$ cat config.mk
export PLATFORM = sky130hd
export DESIGN_NAME = env_gen_mux
export DESIGN_NICKNAME = d
export VERILOG_FILES = /design/src/rtl/synth_env_pkg.sv /design/src/rtl/env_slot_ram.sv /design/src/rtl/env_gen_mux.sv
export SDC_FILE = /design/constraint.sdc
export NUM_CORES = 1
export LEC_CHECK = 0
export BUFFER_PORTS_ARGS = -buffer_cell sky130_fd_sc_hd__buf_2
export CAP_MARGIN = 20
export CORE_MARGIN = 1.5
export CORE_UTILIZATION = 59
export DETAILED_ROUTE_END_ITERATION = 16
export PLACE_DENSITY = 0.74
export SYNTH_ARGS = -nofsm -noshare
export SYNTH_HDL_FRONTEND = slang
export SYNTH_SLANG_ARGS = --single-unit
$ cat constraint.sdc
create_clock -name sCLK_XVXENVS -period 10.3 [get_ports sCLK_XVXENVS]
set_input_delay 1.03 -clock sCLK_XVXENVS [delete_from_list [all_inputs] [get_ports sCLK_XVXENVS]]
set_output_delay 1.03 -clock sCLK_XVXENVS [all_outputs]
set_load 0.05 [all_outputs]
$ cat src/rtl/synth_env_pkg.sv
// Shared types for the time-multiplexed ADSR envelope engine.
// ENV_EXP_RELEASE_EN selects exponential decay/release steps.
package synth_env_pkg;

  localparam int ENV_L_WIDTH = 16;
  localparam logic [ENV_L_WIDTH-1:0] LVL_MAX = '1;

  // Five stages do not fit in two bits, so the stage field is three bits wide.
  typedef enum logic [2:0] {
    ST_IDLE    = 3'd0,
    ST_ATTACK  = 3'd1,
    ST_DECAY   = 3'd2,
    ST_SUSTAIN = 3'd3,
    ST_RELEASE = 3'd4
  } env_stage_t;

  typedef struct packed {
    env_stage_t             stage;
    logic [ENV_L_WIDTH-1:0] level;
    logic                   prev_gate;
  } slot_state_t;

`ifdef ENV_EXP_RELEASE_EN
  // A zero rate still holds; otherwise step never drops below one LSB.
  function automatic logic [ENV_L_WIDTH-1:0] exp_step(input logic [ENV_L_WIDTH-1:0] lvl,
                                                      input logic [ENV_L_WIDTH-1:0] rate);
    logic [ENV_L_WIDTH-1:0] sh;
    sh = lvl >> rate[3:0];
    if (rate == '0)     exp_step = '0;
    else if (sh == '0)  exp_step = {{(ENV_L_WIDTH-1){1'b0}}, 1'b1};
    else                exp_step = sh;
  endfunction
`endif

endpackage

$ cat src/rtl/env_slot_ram.sv
// Per-slot envelope state store: one synchronous read port, one write port.
module env_slot_ram
  import synth_env_pkg::*;
#(
  parameter int DEPTH = 64,
  parameter int AW    = 6
) (
  input  logic          clk,
  input  logic [AW-1:0] i_raddr,
  output slot_state_t   o_rdata,
  input  logic          i_we,
  input  logic [AW-1:0] i_waddr,
  input  slot_state_t   i_wdata
);

  slot_state_t r_mem [DEPTH];

  always_ff @(posedge clk) begin
    if (i_we) r_mem[i_waddr] <= i_wdata;
    o_rdata <= r_mem[i_raddr];
  end

endmodule

$ cat src/rtl/env_gen_mux.sv
// Time-multiplexed ADSR engine: one envelope slot per cycle, latency 2.
// ENV_EXP_RELEASE_EN: decay/release step = max(level >> rate[3:0], 1).
module env_gen_mux
  import synth_env_pkg::*;
#(
  parameter int VOICES  = 8,
  parameter int V_ENVS  = 8,
  parameter int V_WIDTH = 3,
  parameter int E_WIDTH = 3,
  parameter int L_WIDTH = ENV_L_WIDTH
) (
  input  logic                       sCLK_XVXENVS,
  input  logic                       reset_reg,
  input  logic [V_WIDTH+E_WIDTH-1:0] xxxx,
  input  logic                       xxxx_zero,
  input  logic [VOICES-1:0]          voice_gate,
  output logic [V_WIDTH+E_WIDTH-1:0] param_addr,
  input  logic [L_WIDTH-1:0]         atk_rate,
  input  logic [L_WIDTH-1:0]         dec_rate,
  input  logic [L_WIDTH-1:0]         sus_lvl,
  input  logic [L_WIDTH-1:0]         rel_rate,
  output logic [L_WIDTH-1:0]         env_level,
  output logic [V_WIDTH+E_WIDTH-1:0] env_slot,
  output logic                       env_valid,
  output logic                       env_frame
);

  localparam int SW    = V_WIDTH + E_WIDTH;
  localparam int DEPTH = VOICES * V_ENVS;

  logic [1:0]         r_vld_pipe;
  logic [SW-1:0]      r_slot1, r_slot2;
  logic               r_zero1, r_gate1, r_frame2;
  logic [L_WIDTH-1:0] r_lvl2;
  logic               r_init, r_armed;

  slot_state_t        w_rd, w_nxt, w_wdata;
  logic [L_WIDTH:0]   w_sum;
  logic [L_WIDTH-1:0] w_dstep, w_rstep;

  assign param_addr = xxxx;

  env_slot_ram #(.DEPTH(DEPTH), .AW(SW)) u_ram (
    .clk     (sCLK_XVXENVS),
    .i_raddr (xxxx),
    .o_rdata (w_rd),
    .i_we    (r_vld_pipe[0]),
    .i_waddr (r_slot1),
    .i_wdata (w_wdata)
  );

  always_comb begin
    w_nxt           = w_rd;
    w_nxt.prev_gate = r_gate1;
    w_sum           = {1'b0, w_rd.level} + {1'b0, atk_rate};
`ifdef ENV_EXP_RELEASE_EN
    w_dstep = exp_step(w_rd.level, dec_rate);
    w_rstep = exp_step(w_rd.level, rel_rate);
`else
    w_dstep = dec_rate;
    w_rstep = rel_rate;
`endif
    // Gate edges win over the in-stage update; the level is carried unchanged.
    if (r_gate1 && !w_rd.prev_gate) begin
      w_nxt.stage = ST_ATTACK;
    end else if (!r_gate1 && (w_rd.stage inside {ST_ATTACK, ST_DECAY, ST_SUSTAIN})) begin
      w_nxt.stage = ST_RELEASE;
    end else begin
      case (w_rd.stage)
        ST_ATTACK: begin
          if (atk_rate != '0) begin
            if (w_sum >= {1'b0, LVL_MAX}) begin
              w_nxt.level = LVL_MAX;
              w_nxt.stage = ST_DECAY;
            end else begin
              w_nxt.level = w_sum[L_WIDTH-1:0];
            end
          end
        end
        ST_DECAY: begin
          if (w_rd.level <= sus_lvl || w_dstep >= w_rd.level - sus_lvl) begin
            w_nxt.level = sus_lvl;
            w_nxt.stage = ST_SUSTAIN;
          end else begin
            w_nxt.level = w_rd.level - w_dstep;
          end
        end
        ST_SUSTAIN: w_nxt.level = sus_lvl;
        ST_RELEASE: begin
          if (w_rstep >= w_rd.level) begin
            w_nxt.level = '0;
            w_nxt.stage = ST_IDLE;
          end else begin
            w_nxt.level = w_rd.level - w_rstep;
          end
        end
        default: ;
      endcase
    end
    w_wdata = r_init ? slot_state_t'{stage: ST_IDLE, level: '0, prev_gate: 1'b0} : w_nxt;
  end

  always_ff @(posedge sCLK_XVXENVS) begin
    if (reset_reg) begin
      r_vld_pipe <= '0;
      r_slot1    <= '0;
      r_zero1    <= 1'b0;
      r_gate1    <= 1'b0;
      r_slot2    <= '0;
      r_lvl2     <= '0;
      r_frame2   <= 1'b0;
      r_init     <= 1'b1;
      r_armed    <= 1'b0;
      env_level  <= '0;
      env_slot   <= '0;
      env_valid  <= 1'b0;
      env_frame  <= 1'b0;
    end else begin
      r_vld_pipe <= {r_vld_pipe[0] & ~r_init, 1'b1};
      r_slot1    <= xxxx;
      r_zero1    <= xxxx_zero;
      r_gate1    <= voice_gate[xxxx[SW-1:E_WIDTH]];
      r_slot2    <= r_slot1;
      r_lvl2     <= w_nxt.level;
      r_frame2   <= r_zero1;
      // The clear sweep only ends once it has covered slot 0 through the last slot.
      if (r_vld_pipe[0] && r_init) begin
        if (r_slot1 == '0) r_armed <= 1'b1;
        if (r_zero1 && r_armed) begin
          r_init  <= 1'b0;
          r_armed <= 1'b0;
        end
      end
      env_valid <= r_vld_pipe[1];
      env_level <= r_lvl2;
      env_slot  <= r_slot2;
      env_frame <= r_vld_pipe[1] & r_frame2;
    end
  end

endmodule

# Yosys cells after proc, flatten, opt, wreduce, memory -nomap -nowiden
# Memory sizes are Yosys's and may differ from the RTL's. A register that Yosys moved wholly into a read port is not among the register bits.
# Index checks and enable logic that the tools add are counted.
# W data, S select, Z words.
# op_classes
n_lt_le_gt_ge	5
n_eq_ne	4
bitwise_logic	3
n_reduce_logical	13
multipliers	0
div_mod_pow	0
addsub	4
shift	0
muxes	21
# op_table
op	count
$mux W16	5
$pmux W16 S4	1
$sub A16 B16 Y16	3
$ge A16 B16 Y1	2
$mux W20	1
$mux W19	1
$add A16 B16 Y17	1
$ge A17 B16 Y1 const B	1
$le A16 B16 Y1	1
$reduce_bool A16 Y1	1
$mux W3	5
$pmux W3 S3	1
$eq A3 B2 Y1 const B	2
$logic_not A6 Y1	1
$mux W1	6
$logic_and A1 B1 Y1	4
$lt A3 B4 Y1 const B	1
$reduce_and A2 Y1	2
$bmux W1 S3	1
$eq A3 B1 Y1 const B	1
$eq A3 B3 Y1 const B	1
$reduce_bool A3 Y1	1
$and A1 B1 Y1	2
$logic_not A1 Y1	2
other kinds (3)	3
# totals
word_cells	65
ram_bits	1280
memories	1
rom_bits	0
register_bits	59
out_inout_bits	30
in_bits	81
latch_bits	0
# memory_table
name	depth	word_bits	read_ports	rd_ports_with_merged_regs	write_ports	line	source
u_ram.r_mem	64	20	1	1	1	env_slot_ram.sv:16	slot_state_t r_mem [DEPTH];

# Longest topological paths before layout
# Gate-level depths: netlist of the first run.
# depth
word_depth	8
mapped_depth	22
mapped_depth_nobuf	21

# Cells and area by module
# A second synthesis of the first run with hierarchy kept.
# hier_totals
hier_cells	3053
hier_area_um2	55725.9
# by_module_without_submodules
mod	area_each_um2	n_inst	cells_each	seq_area_each_um2
env_slot_ram	49495.0	1	2243	38837.2
env_gen_mux	6231.0	1	810	1181.1

# Worst setup path before layout of the first run
# Ideal clock, no wire load.
# synth_timing
kind	input to register
startpoint	input sus_lvl[1]
endpoint	memory u_ram.r_mem[0][12] in the netlist's numbering (data pin)
path_stages	20
n_path_buf	1
required_ns	9.619
arrival_time_ns	6.921
setup_slack_ns	2.698
path_cell_list	inv_1 -> ha_1 -> nor2b_1 -> o21ai_0 -> a21oi_1 -> nor4_1 -> o31ai_1 -> o41ai_1 -> o21bai_1 -> a21oi_1 -> xor2_1 -> ha_1 -> a21o_1 -> a21o_1 -> a211oi_1 -> a21o_1 -> and2_1 -> clkbuf_1 -> a211oi_1 -> nor3_1
# synth_rtl
element	line	source
start: declaration	env_gen_mux.sv:20	input logic [L_WIDTH-1:0] sus_lvl,
end: declaration	env_slot_ram.sv:16	

==> reports/results.ini, run 1 <==
[outcome]
outcome = complete, no violations

[synth]
yosysSeqAreaShare_pct = 72.7
synth_fp_nets = 2854
ys.flop_type = edfxtp_1
synth_warnings = 0
synth_cell_types = 64
syn-mean-instance-area_um2 = 20.4
yosys-top-cells-area = edfxtp_1 70%, mux4_2 17%, dfxtp_1 2.9%, ha_1 1.8%, nor2_1 0.94%
yosysMostFrequentCell = edfxtp_1
yosysTopAreaCell = edfxtp_1
synth_top_area_share_pct = 69.9
synthArstFlopShare_pct = 0
netlist_area_um2 = 55000
synth.top_cells.by_count = 1280 x edfxtp_1, 422 x mux4_2, 138 x nor2_1
synthCells = 2690
synth-edff-count = 1280
synth_seq_cells = 1359

[sta]
slew_headroom_pct = 22.2
rsz0062_at_grt = no
worstMarginPinSlew_ns = 1.17
fin_crit_ns = 6.93
fin_crit_sh_pct = 67.3
fmax_mhz = 144
fin_setup_tns_ns = 0
slew_viol_final = 0
fin_skew_ns = 0.0223
finalSetupViolCount = 0
final_hold_viol_count = 0

[critical_path]
r2r_cells = 19
startpoint = u_ram.o_rdata[2]
end_kind = flip-flop
regToRegStartpoint = u_ram.o_rdata[2]
path_class = reg -> reg
crit_required_ns = 10.68
crit_path_end = u_ram.r_mem[49][16]
r2r-end = u_ram.r_mem[49][16]
crit_arrival_ns = 7.31
rrSetupSlack_ns = 3.37
worst_setup_path_start_kind = flip-flop
cp_max_fo = 64

[power_and_ir_drop]
internal_power_mw = 9.07
p_leak_nw = 21.1
swShare_pct = 23.0
vdd_drop_max_mv = 0.147
switchingPower_mw = 2.71
p_total_mw = 11.8
pwr-share-comb_pct = 8.6
clkPwrFrac_pct = 40.0
power_density_nw_per_um2 = 189
power_frac_seq_pct = 51.5

[placed_design]
dpl_cell_area_um2 = 58000
portBuffers = 110
place_inst = 4007
gp_congestion = 0.902
hpwl_um = 86700

[drt]
drc = 0
wl_per_cell_um = 38.0
ant_nets = 0
wl_um = 162000
via_count = 30200
via_per_inst = 7.10
drt_iter0_drc = 5144
dr.pass1.iters = 6

[floorplan]
die_w_um = 308
core_um2 = 92100
design.die.area_um2 = 95100
initial_core_util_pct = 59.7
ios = 111
fp.dieH_um = 308
rows = 111

[layout]
final_core_util_pct = 67.8
fin_cells = 4259
drive_gt1_share_pct = 30.4
nNetsFinal = 3077
syn_to_final_growth_pct = 13.4
fin_area_um2 = 62400

[clock_network]
cts_buffer_depth = 3
clk-insertion-delay-late_ns = 0.75
path_clk_slew_ns = 0.06
clock-sinks = 1359
cts_setup_buffers = 0
cts_buffers = 132
ctsHoldBuffers = 0
cts_resized = 0
cts_tree = done
root_buffer = clkbuf_16
h-tree-depth = 4

[global_route]
grt_pass1_vias = 29900
track_usage_pct = 34.6
grt_max_degree = 131
antenna_found_initial = 8
grt_pass1_wl_um = 224000
gr-total-overflow = 0

[min_path]
hp-class = reg -> reg

[flow_run]
cap_violations = 0

flip-flops by register name, indices dropped and copies added, names as in the netlist, 2 cells and up:
name           count
u_ram.o_rdata     20
r_vld_pipe         2
env_slot           6
env_level         16
r_lvl2            16
r_slot1            6
u_ram.r_mem     1280
r_slot2            6
area by class of cell:
type                    instances  area, µm²
multi-input cells            1133      14800
flip-flops and latches       1359      40000
repair buffers                217       1570
well taps                    1243       1560
fillers                      5568      29700
clock buffers                 159       3520
clock inverters                77        649
inverters                      70        263
diodes                          1       2.50
cells by family (layout without fill, tap and decap cells):
logic type / count (synthesis) / count (layout) / synth area share (%)
buf+inv: 198 / 523 / 1.39
simple gates: 353 / 353 / 3.16
compound gates: 226 / 226 / 2.69
other cells: 0 / 1 / 0
fa+ha+maj: 83 / 83 / 1.94
xor+xnor: 46 / 46 / 0.732
flops: 1359 / 1359 / 72.7
mux: 425 / 425 / 17.3
cells in the final DEF (no fill, tap or decap), drive strengths merged, types with 13 or more instances in the layout:
master / n
a21o: 13
edfxtp: 1280
ha: 79
inv: 76
clkinv: 60
buf: 215
nand2: 46
dfxtp: 79
xnor2: 24
a21oi: 60
nor2: 138
nand3: 18
and2: 13
xor2: 22
nand2b: 18
o21ai: 46
nor2b: 51
mux4: 422
nor3: 15
clkbuf: 161
per-layer routing:
metal / track usage (%) / wire, µm / share of wire [%] / vias up
met5: 0 / 46 / 0.028 / -
met2: 54.1 / 76100 / 47 / 2564
met4: 16.4 / 8830 / 5.5 / 6
met1: 46.3 / 55300 / 34 / 15600
li1: - / - / - / 11600
met3: 8.69 / 21500 / 13 / 449
power groups by stage:
stage	registers, mW	clock network [mW]	logic [mW]
CTS	6.06	4.73	0.992
global route	6.06	4.93	1.08
global placement	6.18	0	0.969
floorplan	6.18	0	0.667
detailed placement	6.18	0	0.982
finish	6.06	4.70	1.01
worst max-delay path, cell delays in order (launching register included):
cell	delay (ns)
dfxtp_1	0.51
ha_1	0.31
nor2b_1	0.13
o21ai_0	0.23
a21oi_1	0.15
nor4_1	0.32
o31ai_1	0.21
o41ai_1	0.72
o21bai_1	0.13
a21oi_1	0.20
xor2_1	0.17
ha_1	0.26
a21o_1	0.18
a21o_1	0.19
a211oi_1	0.21
a21o_1	0.22
and2_1	0.44
nand2_1	0.10
a211oi_1	0.84
and2_2	1.02
worst min path at each step:
stage,startpoint,end,slack (ns),cells after the start
floorplan,r_frame2,env_frame,0.41,1
global placement,r_frame2,env_frame,0.42,1
detailed placement,r_frame2,env_frame,0.42,1
CTS,r_frame2,env_frame,0.44,1
global route,r_frame2,env_frame,0.44,1
finish,r_frame2,env_frame,0.43,1
metrics by stage:
step	worst slack, ns	hold slack [ns]
after floorplan	2.70	0.406
after detailed placement	2.95	0.422
after global routing	3.12	0.444
final	3.37	0.431
after global placement	3.01	0.416
after CTS	3.56	0.438
Power figures use the tool's default switching activity.
==> run 2, diff against run 1 <==
CORE_UTILIZATION = 56   (was 59)
PLACE_DENSITY = 0.73   (was 0.74)
clock period = 5.6 ns   (was 10.3 ns; I/O delays follow)
==> run 2 against run 1 <==
Non-clock buffer count grew 8. Utilization shrank 3.1 points. Final area grew 0.49%. Sequential power grew 83%. Cell count grew 0.85%. Flip-flop and latch count is the same. First-iteration DRC count shrank 24%. Setup slack lost 3.2 ns. Hold slack lost 0.38 ns. Critical path depth grew 5. Clock-buffer cell count grew 9. Combinational power grew 93%.
==> reports/results.ini, run 2 (synthesis results as in run 1) <==
[layout]
final_cell_mix = 1280 x edfxtp_1, 422 x mux4_2, 141 x clkbuf_16  ; was 1280 x edfxtp_1, 422 x mux4_2, 134 x clkbuf_16
top_register = u_ram.r_mem  ; unchanged
drive_gt1_share_pct = 30.4  ; about the same
multi_input_area_um2 = 14900  ; was 14800 µm²
fillers = 6243  ; was 5568
seqCellArea_um2 = 40000  ; unchanged
final_common_cell = edfxtp_1  ; unchanged
top_regs = u_ram.r_mem: 1280 flops, u_ram.o_rdata: 20 flops  ; unchanged
nNetsFinal = 3088  ; was 3077
syn_to_final_growth_pct = 14.0  ; was 13.4%
largest_register_ffs = 1280  ; unchanged

[sta]
worstMarginPinSlew_ns = 1.22  ; was 1.17 ns
slew_viol_final = 0  ; unchanged
finalSetupViolCount = 0  ; unchanged
fin_skew_ns = 0.0433  ; was 0.0223 ns
setup_slack_ns = 0.176  ; was 3.37 ns
slew_headroom_pct = 18.3  ; was 22.2%
fmax_mhz = 184  ; was 144 MHz
final_hold_viol_count = 0  ; unchanged
fin_crit_sh_pct = 96.9  ; was 67.3%
whs_ns = 0.0519  ; was 0.431 ns
fin_crit_ns = 5.42  ; was 6.93 ns

[critical_path]
crit_arrival_ns = 5.85  ; was 7.31 ns
path_class = reg -> reg  ; unchanged
cpMostUsedCell = a21o_1  ; unchanged
crit_required_ns = 6.02  ; was 10.68 ns
cp_cell_sequence = ha_1 -> nor2b_1 -> o21ai_2 -> a21oi_1 -> nor4_2 -> o31ai_2 -> o41ai_2 -> buf_4 -> o21bai_1 -> a21oi_1 -> xor2_1 -> ha_1 -> a21o_1 -> a21o_1 -> a211oi_1 -> a21o_1 -> a31oi_1 -> buf_4 -> buf_4 -> a21o_1 -> a2111oi_1 -> a211oi_1 -> and2_2 -> buf_12  ; was ha_1 -> nor2b_1 -> o21ai_0 -> a21oi_1 -> nor4_1 -> o31ai_1 -> o41ai_1 -> o21bai_1 -> a21oi_1 -> xor2_1 -> ha_1 -> a21o_1 -> a21o_1 -> a211oi_1 -> a21o_1 -> and2_1 -> nand2_1 -> a211oi_1 -> and2_2
cp_max_fo = 64  ; unchanged
slowest_delay_ns = 0.38  ; was 1.02 ns
r2r_cells = 24  ; was 19
cp_slowest_cell = nor4_2  ; was and2_2
worst_setup_path_start_kind = flip-flop  ; unchanged
end_kind = flip-flop  ; unchanged

[drt]
drc = 0  ; unchanged
dr.pass1.iters = 8  ; was 6
via_per_inst = 6.75  ; was 7.10
via_count = 29000  ; was 30200
ant_nets = 0  ; unchanged
wl_um = 149000  ; was 162000 µm
wl_per_cell_um = 34.7  ; was 38.0 µm
drt_iter0_drc = 3895  ; was 5144

[power_and_ir_drop]
power_density_nw_per_um2 = 343  ; was 189 nW/µm²
clkPwrFrac_pct = 39.2  ; was 40.0%
power_frac_seq_pct = 51.8  ; was 51.5%
switchingPower_mw = 4.92  ; was 2.71 mW
pwr-share-comb_pct = 9.1  ; was 8.6%
p_leak_nw = 21.1  ; about the same
vdd_drop_max_mv = 0.244  ; was 0.147 mV
swShare_pct = 22.9  ; was 23.0%
internal_power_mw = 16.6  ; was 9.07 mW

[clock_network]
cts_tree = done  ; unchanged
path_clk_slew_ns = 0.06  ; about the same
h-tree-depth = 4  ; unchanged
cts_buffers = 134  ; was 132
clk-insertion-delay-late_ns = 0.75  ; about the same
cts_buffer_depth = 3  ; unchanged
clock-sinks = 1359  ; unchanged
root_buffer = clkbuf_16  ; unchanged

[floorplan]
fp.dieH_um = 316  ; was 308 µm
initial_core_util_pct = 56.7  ; was 59.7%
die_w_um = 316  ; was 308 µm
ios = 111  ; unchanged
design.die.area_um2 = 100000  ; was 95100 µm²
core_um2 = 97000  ; was 92100 µm²
rows = 114  ; was 111

[placed_design]
gp_congestion = 0.950  ; was 0.902
dpl_worst_slack_ns = -0.447  ; was 2.95 ns
hpwl_um = 83200  ; was 86700 µm
portBuffers = 110  ; unchanged

[global_route]
grt-busiest-layer = met2  ; unchanged
track_usage_pct = 30.4  ; was 34.6%
grt_max_degree = 78  ; was 131
grt_pass1_wl_um = 211000  ; was 224000 µm
grt_use_met1_pct = 39.3  ; was 46.3%
antenna_found_initial = 5  ; was 8
gr-total-overflow = 0  ; unchanged
gr-usage-met3_pct = 7.17  ; was 8.69%
use_met2_pct = 50.2  ; was 54.1%
grt_pass1_vias = 29500  ; was 29900

[flow_run]
cap_violations = 0  ; unchanged

[outcome]
outcome = complete, no violations  ; unchanged

[min_path]
hp-class = in -> reg  ; was reg -> reg
whs_path_depth = 2  ; was 1

-- run 2: critical path, delay by kind of cell (launching register included) --
family / cells / cell delay (ns)
AOI/OAI and AO/OA: 14 / 2.51
xor gates and xnor gates: 1 / 0.18
adders and majority gates: 2 / 0.56
buffers and inverters: 4 / 0.68
DFF: 1 / 0.32
and+or+nand+nor: 3 / 0.76
-- run 2: stage by stage --
step / instances / total power, mW / cell area [µm²] / setup TNS, ns / util [%]
2_1_floorplan: 2690 / 12.6 / 55100 / 0 / -
3_3_place_gp: 4049 / 13.2 / 58400 / -74.34 / 60.2
3_5_place_dp: 4051 / 13.3 / 58400 / -92.96 / 60.3
4_1_cts: 4280 / 21.5 / 62500 / 0 / 64.4
5_1_grt: 4293 / 22.1 / 62700 / -1.48 / 64.7
6_report: 4295 / 21.5 / 62700 / 0 / 64.7
-- run 2: routing by layer --
layer | part of all wire [%] | up-vias | routed length [µm]
li1 | - | 11600 | -
met1 | 35 | 15100 | 52800
met2 | 50 | 1955 | 74000
met3 | 10 | 323 | 15600
met4 | 4.4 | 4 | 6580
met5 | 0.079 | - | 118
-- run 2: layout make-up --
type                            instances  area share, %
Tap cell                             1276           2.55
Timing Repair Buffer                  225           3.12
Multi-Input combinational cell       1134           23.7
Clock inverter                         60          0.648
Inverter                               70          0.419
Clock buffer                          168           5.74
Sequential cell                      1359           63.8
Antenna cell                            3         0.0120
-- run 2: final timing paths --
kind	startpoint	slack (ns)	to
setup / recovery	u_ram.o_rdata[2]	0.18	u_ram.r_mem[4][16]
hold / removal	xxxx_zero	0.05	r_zero1
setup reg to reg	u_ram.o_rdata[2]	0.18	u_ram.r_mem[4][16]
hold reg to reg	r_frame2	0.44	env_frame
-- run 2: power by group through the flow --
stage / clock network [mW] / registers [mW] / logic (mW)
4_1_cts: 8.47 / 11.1 / 1.92
3_3_place_gp: 0 / 11.3 / 1.88
3_5_place_dp: 0 / 11.4 / 1.91
2_1_floorplan: 0 / 11.4 / 1.24
5_1_grt: 8.85 / 11.1 / 2.09
6_report: 8.42 / 11.1 / 1.95
-- run 2: repair_timing --
| item | 4_1_cts | 5_1_grt |
|---|---|---|
| gates resized for setup | 1 | 10 |
| endpoints found under the setup margin | 64 | 720 |
| hold buffers | 0 | 0 |
| pin swaps | 0 | 5 |
| gates cloned | 1 | 6 |
| buffers inserted | 0 | 1 |
